==> src/rtl/byte_word_packer_credit.sv <==
// Packs IN_WIDTH beats into OUT_WIDTH words for an overwrite FIFO, gating each
// write pulse on a credit that mirrors the free FIFO entries.
module byte_word_packer_credit #(
    parameter int unsigned IN_WIDTH     = 8,
    parameter int unsigned OUT_WIDTH    = 32,
    parameter int unsigned CREDIT_NUM   = 4,
    parameter int unsigned CREDIT_WIDTH = $clog2(CREDIT_NUM + 1)
) (
    input  logic                              clk,
    input  logic                              rst,
    input  logic                              in_vld,
    input  logic [IN_WIDTH-1:0]               in_data,
    input  logic                              in_last,
    output logic                              in_rdy,
    output logic                              out_vld,
    output logic [OUT_WIDTH-1:0]              out_data,
    output logic [OUT_WIDTH/IN_WIDTH-1:0]     out_keep,
    input  logic                              credit_ret,
    output logic [CREDIT_WIDTH-1:0]           credit_cnt,
    output logic                              cred_err
);

    localparam int unsigned NLANE  = OUT_WIDTH / IN_WIDTH;
    localparam int unsigned LANE_W = (NLANE > 1) ? $clog2(NLANE) : 1;

    localparam logic [0:0] ST_FILL = 1'b0;
    localparam logic [0:0] ST_WAIT = 1'b1;

    logic [0:0]              state, state_nxt;
    logic [LANE_W-1:0]       lane_idx, lane_nxt;
    logic [OUT_WIDTH-1:0]    acc, acc_nxt;
    logic [NLANE-1:0]        acc_keep, keep_nxt;
    logic                    in_rdy_nxt;
    logic                    out_vld_nxt;
    logic [OUT_WIDTH-1:0]    out_data_nxt;
    logic [NLANE-1:0]        out_keep_nxt;
    logic [CREDIT_WIDTH-1:0] cnt_nxt;
    logic                    err_nxt;

    logic                    accept;
    logic                    credit_avail;
    logic                    completing;
    logic                    consume;
    logic [OUT_WIDTH-1:0]    merged_data;
    logic [NLANE-1:0]        merged_keep;

    // State register and all registered outputs
    always_ff @(posedge clk or posedge rst) begin
        if (rst) begin
            state      <= ST_FILL;
            lane_idx   <= '0;
            acc        <= '0;
            acc_keep   <= '0;
            in_rdy     <= 1'b1;
            out_vld    <= 1'b0;
            out_data   <= '0;
            out_keep   <= '0;
            credit_cnt <= CREDIT_WIDTH'(CREDIT_NUM);
            cred_err   <= 1'b0;
        end else begin
            state      <= state_nxt;
            lane_idx   <= lane_nxt;
            acc        <= acc_nxt;
            acc_keep   <= keep_nxt;
            in_rdy     <= in_rdy_nxt;
            out_vld    <= out_vld_nxt;
            out_data   <= out_data_nxt;
            out_keep   <= out_keep_nxt;
            credit_cnt <= cnt_nxt;
            cred_err   <= err_nxt;
        end
    end

    // Next-state, packing and credit logic
    always_comb begin
        state_nxt    = state;
        lane_nxt     = lane_idx;
        acc_nxt      = acc;
        keep_nxt     = acc_keep;
        out_vld_nxt  = 1'b0;
        out_data_nxt = out_data;
        out_keep_nxt = out_keep;
        consume      = 1'b0;
        cnt_nxt      = credit_cnt;
        err_nxt      = cred_err;

        accept       = in_vld & in_rdy;
        credit_avail = (credit_cnt != '0) | credit_ret;
        completing   = (lane_idx == LANE_W'(NLANE - 1)) | in_last;

        // Current beat merged into the accumulator at its lane
        merged_data = acc;
        merged_data[lane_idx*IN_WIDTH +: IN_WIDTH] = in_data;
        merged_keep = acc_keep;
        merged_keep[lane_idx] = 1'b1;

        case (state)
            ST_FILL: begin
                if (accept) begin
                    if (completing) begin
                        if (credit_avail) begin
                            out_vld_nxt  = 1'b1;
                            out_data_nxt = merged_data;
                            out_keep_nxt = merged_keep;
                            acc_nxt      = '0;
                            keep_nxt     = '0;
                            lane_nxt     = '0;
                            consume      = 1'b1;
                        end else begin
                            acc_nxt   = merged_data;
                            keep_nxt  = merged_keep;
                            state_nxt = ST_WAIT;
                        end
                    end else begin
                        acc_nxt  = merged_data;
                        keep_nxt = merged_keep;
                        lane_nxt = lane_idx + LANE_W'(1);
                    end
                end
            end
            ST_WAIT: begin
                if (credit_avail) begin
                    out_vld_nxt  = 1'b1;
                    out_data_nxt = acc;
                    out_keep_nxt = acc_keep;
                    acc_nxt      = '0;
                    keep_nxt     = '0;
                    lane_nxt     = '0;
                    consume      = 1'b1;
                    state_nxt    = ST_FILL;
                end
            end
            default: state_nxt = ST_FILL;
        endcase

        in_rdy_nxt = (state_nxt == ST_FILL);

        // A return while already full saturates and flags the mismatch
        if (consume && !credit_ret) begin
            cnt_nxt = credit_cnt - CREDIT_WIDTH'(1);
        end else if (credit_ret && !consume) begin
            if (credit_cnt == CREDIT_WIDTH'(CREDIT_NUM)) begin
                err_nxt = 1'b1;
            end else begin
                cnt_nxt = credit_cnt + CREDIT_WIDTH'(1);
            end
        end
    end

endmodule

==> config.mk <==
export PLATFORM = sky130hd
export DESIGN_NAME = byte_word_packer_credit
export DESIGN_NICKNAME = d
export VERILOG_FILES = /design/src/rtl/byte_word_packer_credit.sv
export SDC_FILE = /design/constraint.sdc
export NUM_CORES = 1
export LEC_CHECK = 0
export ABC_AREA = 1
export CORE_AREA = 4 4 93 95
export DETAILED_ROUTE_END_ITERATION = 10
export DIE_AREA = 0 0 97 99
export GPL_TIMING_DRIVEN = 0
export PLACE_DENSITY = 0.8
export SKIP_LAST_GASP = 1
export SLEW_MARGIN = 20
export SYNTH_ARGS = -nofsm -noshare
export SYNTH_HDL_FRONTEND = slang
export SYNTH_SLANG_ARGS = --single-unit
==> constraint.sdc <==
create_clock -name clk -period 3.3 [get_ports clk]
set_clock_uncertainty 0.2 [all_clocks]
set_input_delay 0.33 -clock clk [delete_from_list [all_inputs] [get_ports clk]]
set_output_delay 0.33 -clock clk [all_outputs]
set_load 0.05 [all_outputs]
==> summary.txt, run 1 <==
CTS
  • Num Clock Sinks: 81
  • Clock Path Buffers: 2
  • Root buffer cell: clkbuf_8
  • H-Tree Depth: 3
  • Setup Buffers After CTS: 0
  • CTS tree: built
  • Post-CTS sizing: 0
  • Clk_lat worst skew: 0.35 ns
  • Clk slew on worst S/H paths: 0.08 ns
  • TritonCTS Buffers: 9
  • CTS hold repair buffers: 0

STA
  • Post-route setup TNS: 0 ns
  • Fmax: 363 MHz
  • Min Hold Slack: 0.139 ns
  • Setup-failing EPs final: 0
  • Worst-margin pin slew: 0.628 ns
  • Max-slew violations: 0
  • Tmin final: 2.75 ns
  • Tcrit/Tclk final: 83.4%
  • Unrepaired setup endpoints after global routing: no
  • Slew headroom: 58.0%
  • Fin. Hold Viols: 0

Layout
  • Reg area: 0.00203 sq mm
  • Multi-input gate area: 0.00201 sq mm
  • # diodes: 0
  • Nets: 704
  • # fillers: 678
  • Commonest non-fill, non-tap cell in the layout: nand2_1
  • Area grow syn2layout: 20.6%
  • Most frequent cells in the layout: nand2_1, dfrtp_1, clkdlybuf4s50_1
  • Fraction of layout cells with a size suffix above 1: 7.01%

Detailed routing
  • Via count: 4077
  • Initial DRC Count: 315
  • Antenna Nets Post-Route: 0
  • Post-DR vias/cell: 5.18
  • Routed len/inst: 14.1 um
  • DR DRC count: 0
  • Routed WL: 11.1 mm
  • DRT Pass-1 Iters: 4

Logic synthesis
  • Synth top area share: 45.6%
  • Cells taking the most area after synthesis: dfrtp_1, nand2_1, nand3_1, inv_1, ha_1
  • Ys async rst share: 100%
  • Synth Cell Area: 0.00433 sq mm
  • Flops & latches, synth: 81
  • Synth unique cells: 25
  • Cell count after synthesis: 614
  • Register area share after synthesis: 46.8%
  • Ys flop type: dfrtp_1
  • Net Count, Synth: 638
  • Syn avg cell area: 7.06 sq um
  • EDFF count, synth: 0
  • Synth warn: 0
  • Area leader, netlist: dfrtp_1

Critical path
  • CP max stage cell: dfstp_2
  • CP endpoint kind: flop
  • Crit path kind: flop to flop
  • CP arrival: 2.83 ns
  • Buf/Inv on CP: 4
  • Crit path max fanout: 11
  • CP required: 3.38 ns
  • Cell family with the largest share of critical-path delay: adder cells
  • Critical Path, Cell by Cell: inv_1, nand4_1, nand2_2, nor2_2, buf_6, buf_6, ha_1, inv_1, fa_1, xnor2_1, nand3_1, xor2_1
  • Startpoint type of the worst setup path: flop
  • Worst path max stage delay: 0.56 ns

Place
  • Post-detail-place hpwl: 7.97 mm
  • Number of buffers added on ports: 54
  • Gpl congestion: 0.926

Floorplanning
  • Die W: 97 um
  • Placeable Area: 0.00773 sq mm
  • Die Y: 99 um
  • Initial core utilization: 56.1%
  • Row count: 32
  • Full die area: 0.00960 sq mm
  • Num ports: 55

Power and ir drop
  • Peak VDD IR: 0.713 mV
  • Leak pwr: 2.92 nW
  • Pwr dens: 751 mW/mm^2

GRT
  • Vias in the first global route: 3970
  • First-pass GRT wire length: 18.6 mm
  • Largest net degree at the start of global routing: 51
  • Overflow after GRT: 0
  • Total GRT Usage: 23.8%
  • Initial antenna violation count: 0

Run status
  • Status: finished clean

Min path
  • HP Class: input pin to asynchronous set/reset pin

Flow run
  • Max Cap Viol: 0
==> cell usage after synthesis, types with 3 or more instances <==
cell type / n
nor2_1: 13
nand3_1: 39
buf_2: 10
clkbuf_1: 7
inv_1: 39
ha_1: 10
o21bai_1: 5
buf_6: 4
o21ai_0: 15
nand2_1: 369
dfrtp_1: 79
or2_2: 5
buf_4: 3
==> flip-flops by register name (all words and copies together), names as in the netlist <==
register	cells
cred_err	1
acc_keep	4
in_rdy	1
out_vld	1
out_data	32
lane_idx	2
out_keep	4
credit_cnt	3
acc	32
state	1
==> where the power goes <==
group	switching [W]	internal [W]
sequential	0.000145	0.00121
combinational	0.00126	0.000570
clock	0.000371	0.000368
total	0.00177	0.00215
==> cell families after synthesis <==
logic type	Yosys count	share of synthesized area (%)
adders and majority gates	11	3.35
and+or+nand+nor	433	39.4
AOI/OAI and AO/OA	22	3.00
buffers and inverters	64	6.79
xor gates and xnor gates	3	0.607
DFF	81	46.8
==> layer usage <==
metal / GRT usage [%] / up-vias / routed length, um
met5: 0 / - / 0
met4: 9.29 / 0 / 211
met3: 3.54 / 22 / 588
met2: 39.8 / 133 / 5310
met1: 31.2 / 1926 / 4970
li1: - / 1996 / -
==> per-stage QoR <==
stage	setup WS [ns]	std cells	util, %	total power [W]	cell area, sq um
5_1_grt	0.299	787	67.6	0.00416	5230
3_3_place_gp	-0.634	770	64.7	0.00315	5000
3_5_place_dp	0.259	771	65.1	0.00320	5030
2_1_floorplan	0.569	614	-	0.00263	4330
6_report	0.547	787	67.6	0.00393	5230
4_1_cts	0.528	787	67.6	0.00393	5230
==> worst paths after layout <==
kind                               startpoint             to  slack (ns)  cells past startpoint
worst max-delay path            credit_cnt[2]  credit_cnt[2]        0.55                     12
worst min-delay path                      rst        out_vld        0.14                      2
worst max register to register  credit_cnt[2]  credit_cnt[2]        0.55                     12
worst min register to register    out_data[0]    out_data[0]        0.28                      2
max in group asynchronous                 rst        acc[14]        2.16                      3
min in group clk                  out_data[0]    out_data[0]        0.28                      2
==> final cells by class <==
type                            instances  share of cell area, %
Buffer                                 24                   2.75
Clock buffer                           11                   2.70
Clock inverter                          5                   1.05
Inverter                               40                   2.92
Multi-Input combinational cell        469                   38.4
Sequential cell                        81                   38.8
Tap cell                              102                   2.44
Timing Repair Buffer                   55                   10.9
Note: power is estimated with default switching activity, not from simulation.
==> inputs of run 2 (changes only) <==
Clock period 3.3 ns to 2.7 ns, I/O delays scaled along.
==> summary.txt, run 2 (synthesis gave the netlist of run 1 again) <==
Run status
  • Status: finished clean

GRT
  • Vias in the first global route: 3881 (-2.2%)
  • Initial antenna violation count: 0 (unchanged)
  • Overflow after GRT: 0 (unchanged)
  • Largest net degree at the start of global routing: 48 (-5.9%)
  • Total GRT Usage: 24.3% (+0.53 points)
  • First-pass GRT wire length: 18.9 mm (+1.5%)

CTS
  • CTS tree: built
  • Clk slew on worst S/H paths: 0.09 ns (about the same)
  • Num Clock Sinks: 81 (unchanged)
  • H-Tree Depth: 3 (unchanged)
  • Clock Path Buffers: 2 (unchanged)
  • TritonCTS Buffers: 9 (unchanged)
  • Clk_lat worst skew: 0.37 ns (+0.02 ns)
  • Root buffer cell: clkbuf_8

Floorplanning
  • Die Y: 99 um (unchanged)
  • Row count: 32 (unchanged)
  • Placeable Area: 0.00773 sq mm (unchanged)
  • Die W: 97 um (unchanged)
  • Num ports: 55 (unchanged)
  • Initial core utilization: 56.1% (unchanged)
  • Full die area: 0.00960 sq mm (unchanged)

Power and ir drop
  • Peak VDD IR: 0.665 mV (-6.8%)
  • Combinational cell fraction of total power: 47.6% (+1.0 points)
  • Sequential power share: 33.9% (-0.7 points)
  • Sw Share: 45.5% (+0.29 points)
  • Clock group share of total power: 18.5% (-0.3 points)
  • Cell-internal power: 0.00266 W (+23%)
  • Pwr dens: 918 mW/mm^2 (+22%)
  • Net Switching: 0.00222 W (+25%)
  • Leak pwr: 2.94 nW (+0.68%)

Critical path
  • CP required: 2.79 ns (-0.59 ns)
  • Worst path max stage delay: 0.56 ns (about the same)
  • Crit path kind: flop to flop
  • Crit path max fanout: 11 (unchanged)
  • Startpoint type of the worst setup path: flop
  • Cell family with the largest share of critical-path delay: flip-flops
  • CP max stage cell: dfstp_2
  • Critical Path, Cell by Cell: inv_2, nand4_1, nand2_2, nor2_2, buf_6, buf_6, ha_4, inv_1, fa_2, xnor2_2, nand3_1, xor2_1
  • CP arrival: 2.61 ns (-0.22 ns)
  • Buf/Inv on CP: 4 (unchanged)
  • CP endpoint kind: flop
  • Cell mode on critical path: buf_6

STA
  • Post-route setup TNS: 0 ns (unchanged)
  • Tmin final: 2.52 ns (-0.233 ns)
  • Tcrit/Tclk final: 93.3% (+9.9 points)
  • Fmax: 397 MHz (+9.3%)
  • Max-slew violations: 0 (unchanged)
  • Slew headroom: 59.2% (+1.2 points)
  • Fin. Hold Viols: 0 (unchanged)
  • Worst-margin pin slew: 0.612 ns (-0.0158 ns)
  • Final Worst Setup Slack: 0.180 ns (-0.367 ns)
  • Min Hold Slack: 0.112 ns (-0.0263 ns)
  • Setup-failing EPs final: 0 (unchanged)
  • Unrepaired setup endpoints after global routing: no

Detailed routing
  • Routed len/inst: 14.1 um (+0.47%)
  • DRT Pass-1 Iters: 7 (+3)
  • Via count: 4129 (+1.3%)
  • Routed WL: 11.2 mm (+1.4%)
  • Post-DR vias/cell: 5.20 (+0.38%)
  • Antenna Nets Post-Route: 0 (unchanged)
  • Initial DRC Count: 273 (-13%)
  • DR DRC count: 0 (unchanged)

Layout
  • Fraction of layout cells with a size suffix above 1: 8.96% (+2.0 points)
  • Area grow syn2layout: 22.4%
  • Nets: 711 (+0.99%)
  • Most frequent cells in the layout: nand2_1, dfrtp_1, clkdlybuf4s50_1
  • # diodes: 0 (unchanged)
  • Final cell count without fillers: 794 (+0.89%)
  • Commonest non-fill, non-tap cell in the layout: nand2_1
  • Largest regs: acc (32), out_data (32)

Place
  • Post-detail-place hpwl: 7.97 mm (about the same)
  • Placed Cells incl. Taps: 771 (unchanged)
  • Gpl congestion: 0.937 (+1.1%)
  • Number of buffers added on ports: 54 (unchanged)
  • DP Worst Slack: -0.320 ns (-0.579 ns)

Flow run
  • Max Cap Viol: 0 (unchanged)

Min path
  • HP Class: input pin to asynchronous set/reset pin
run 2: stage by stage:
step                      utilization [%]  cell area, sq um  power [W]
after CTS                            68.0              5260    0.00485
after global placement               64.7              5000    0.00385
after detailed placement             65.0              5020    0.00392
after floorplan                         -              4330    0.00322
final                                68.6              5300    0.00487
after global routing                 68.6              5300    0.00518
run 2: final timing paths:
kind                          startpoint             to  slack, ns  cells after the start
min in group clk             out_data[7]    out_data[7]       0.28                      2
hold / removal                       rst   out_data[28]       0.11                      2
setup reg to reg           credit_cnt[2]  credit_cnt[2]       0.18                     12
hold reg to reg              out_data[7]    out_data[7]       0.28                      2
max in group asynchronous            rst         in_rdy       1.51                      3
setup / recovery           credit_cnt[2]  credit_cnt[2]       0.18                     12
run 2: final cells by class:
class	count	area [sq um]
fillers	645	2420
multi-input cells	469	2030
flip-flops and latches	81	2030
repair buffers	62	613
inverters	40	153
plain buffers	24	148
clock buffers	10	128
well taps	102	128
clock inverters	6	68.8
run 2: power groups by stage:
| stage | clock [W] | sequential, W | combinational (W) |
|---|---|---|---|
| after global routing | 0.000970 | 0.00168 | 0.00253 |
| after detailed placement | 0 | 0.00169 | 0.00223 |
| after floorplan | 0 | 0.00226 | 0.000962 |
| final | 0.000903 | 0.00165 | 0.00232 |
| after CTS | 0.000912 | 0.00166 | 0.00227 |
| after global placement | 0 | 0.00167 | 0.00218 |
run 2: routing by layer:
layer	vias to the layer above	GRT usage [%]	routed length (um)
met4	0	8.42	306
met5	-	0	0
met1	1917	32.5	4780
li1	2009	-	-
met2	171	40.1	5370
met3	32	4.32	773
run 2: timing repair:
action | in CTS | in global routing
buffers inserted | 4 | 3
gates resized for setup | 3 | 5
hold buffers | 0 | 0
pin swaps | 2 | 2
endpoints found under the setup margin | 1 | 2
cloned | 0 | 0
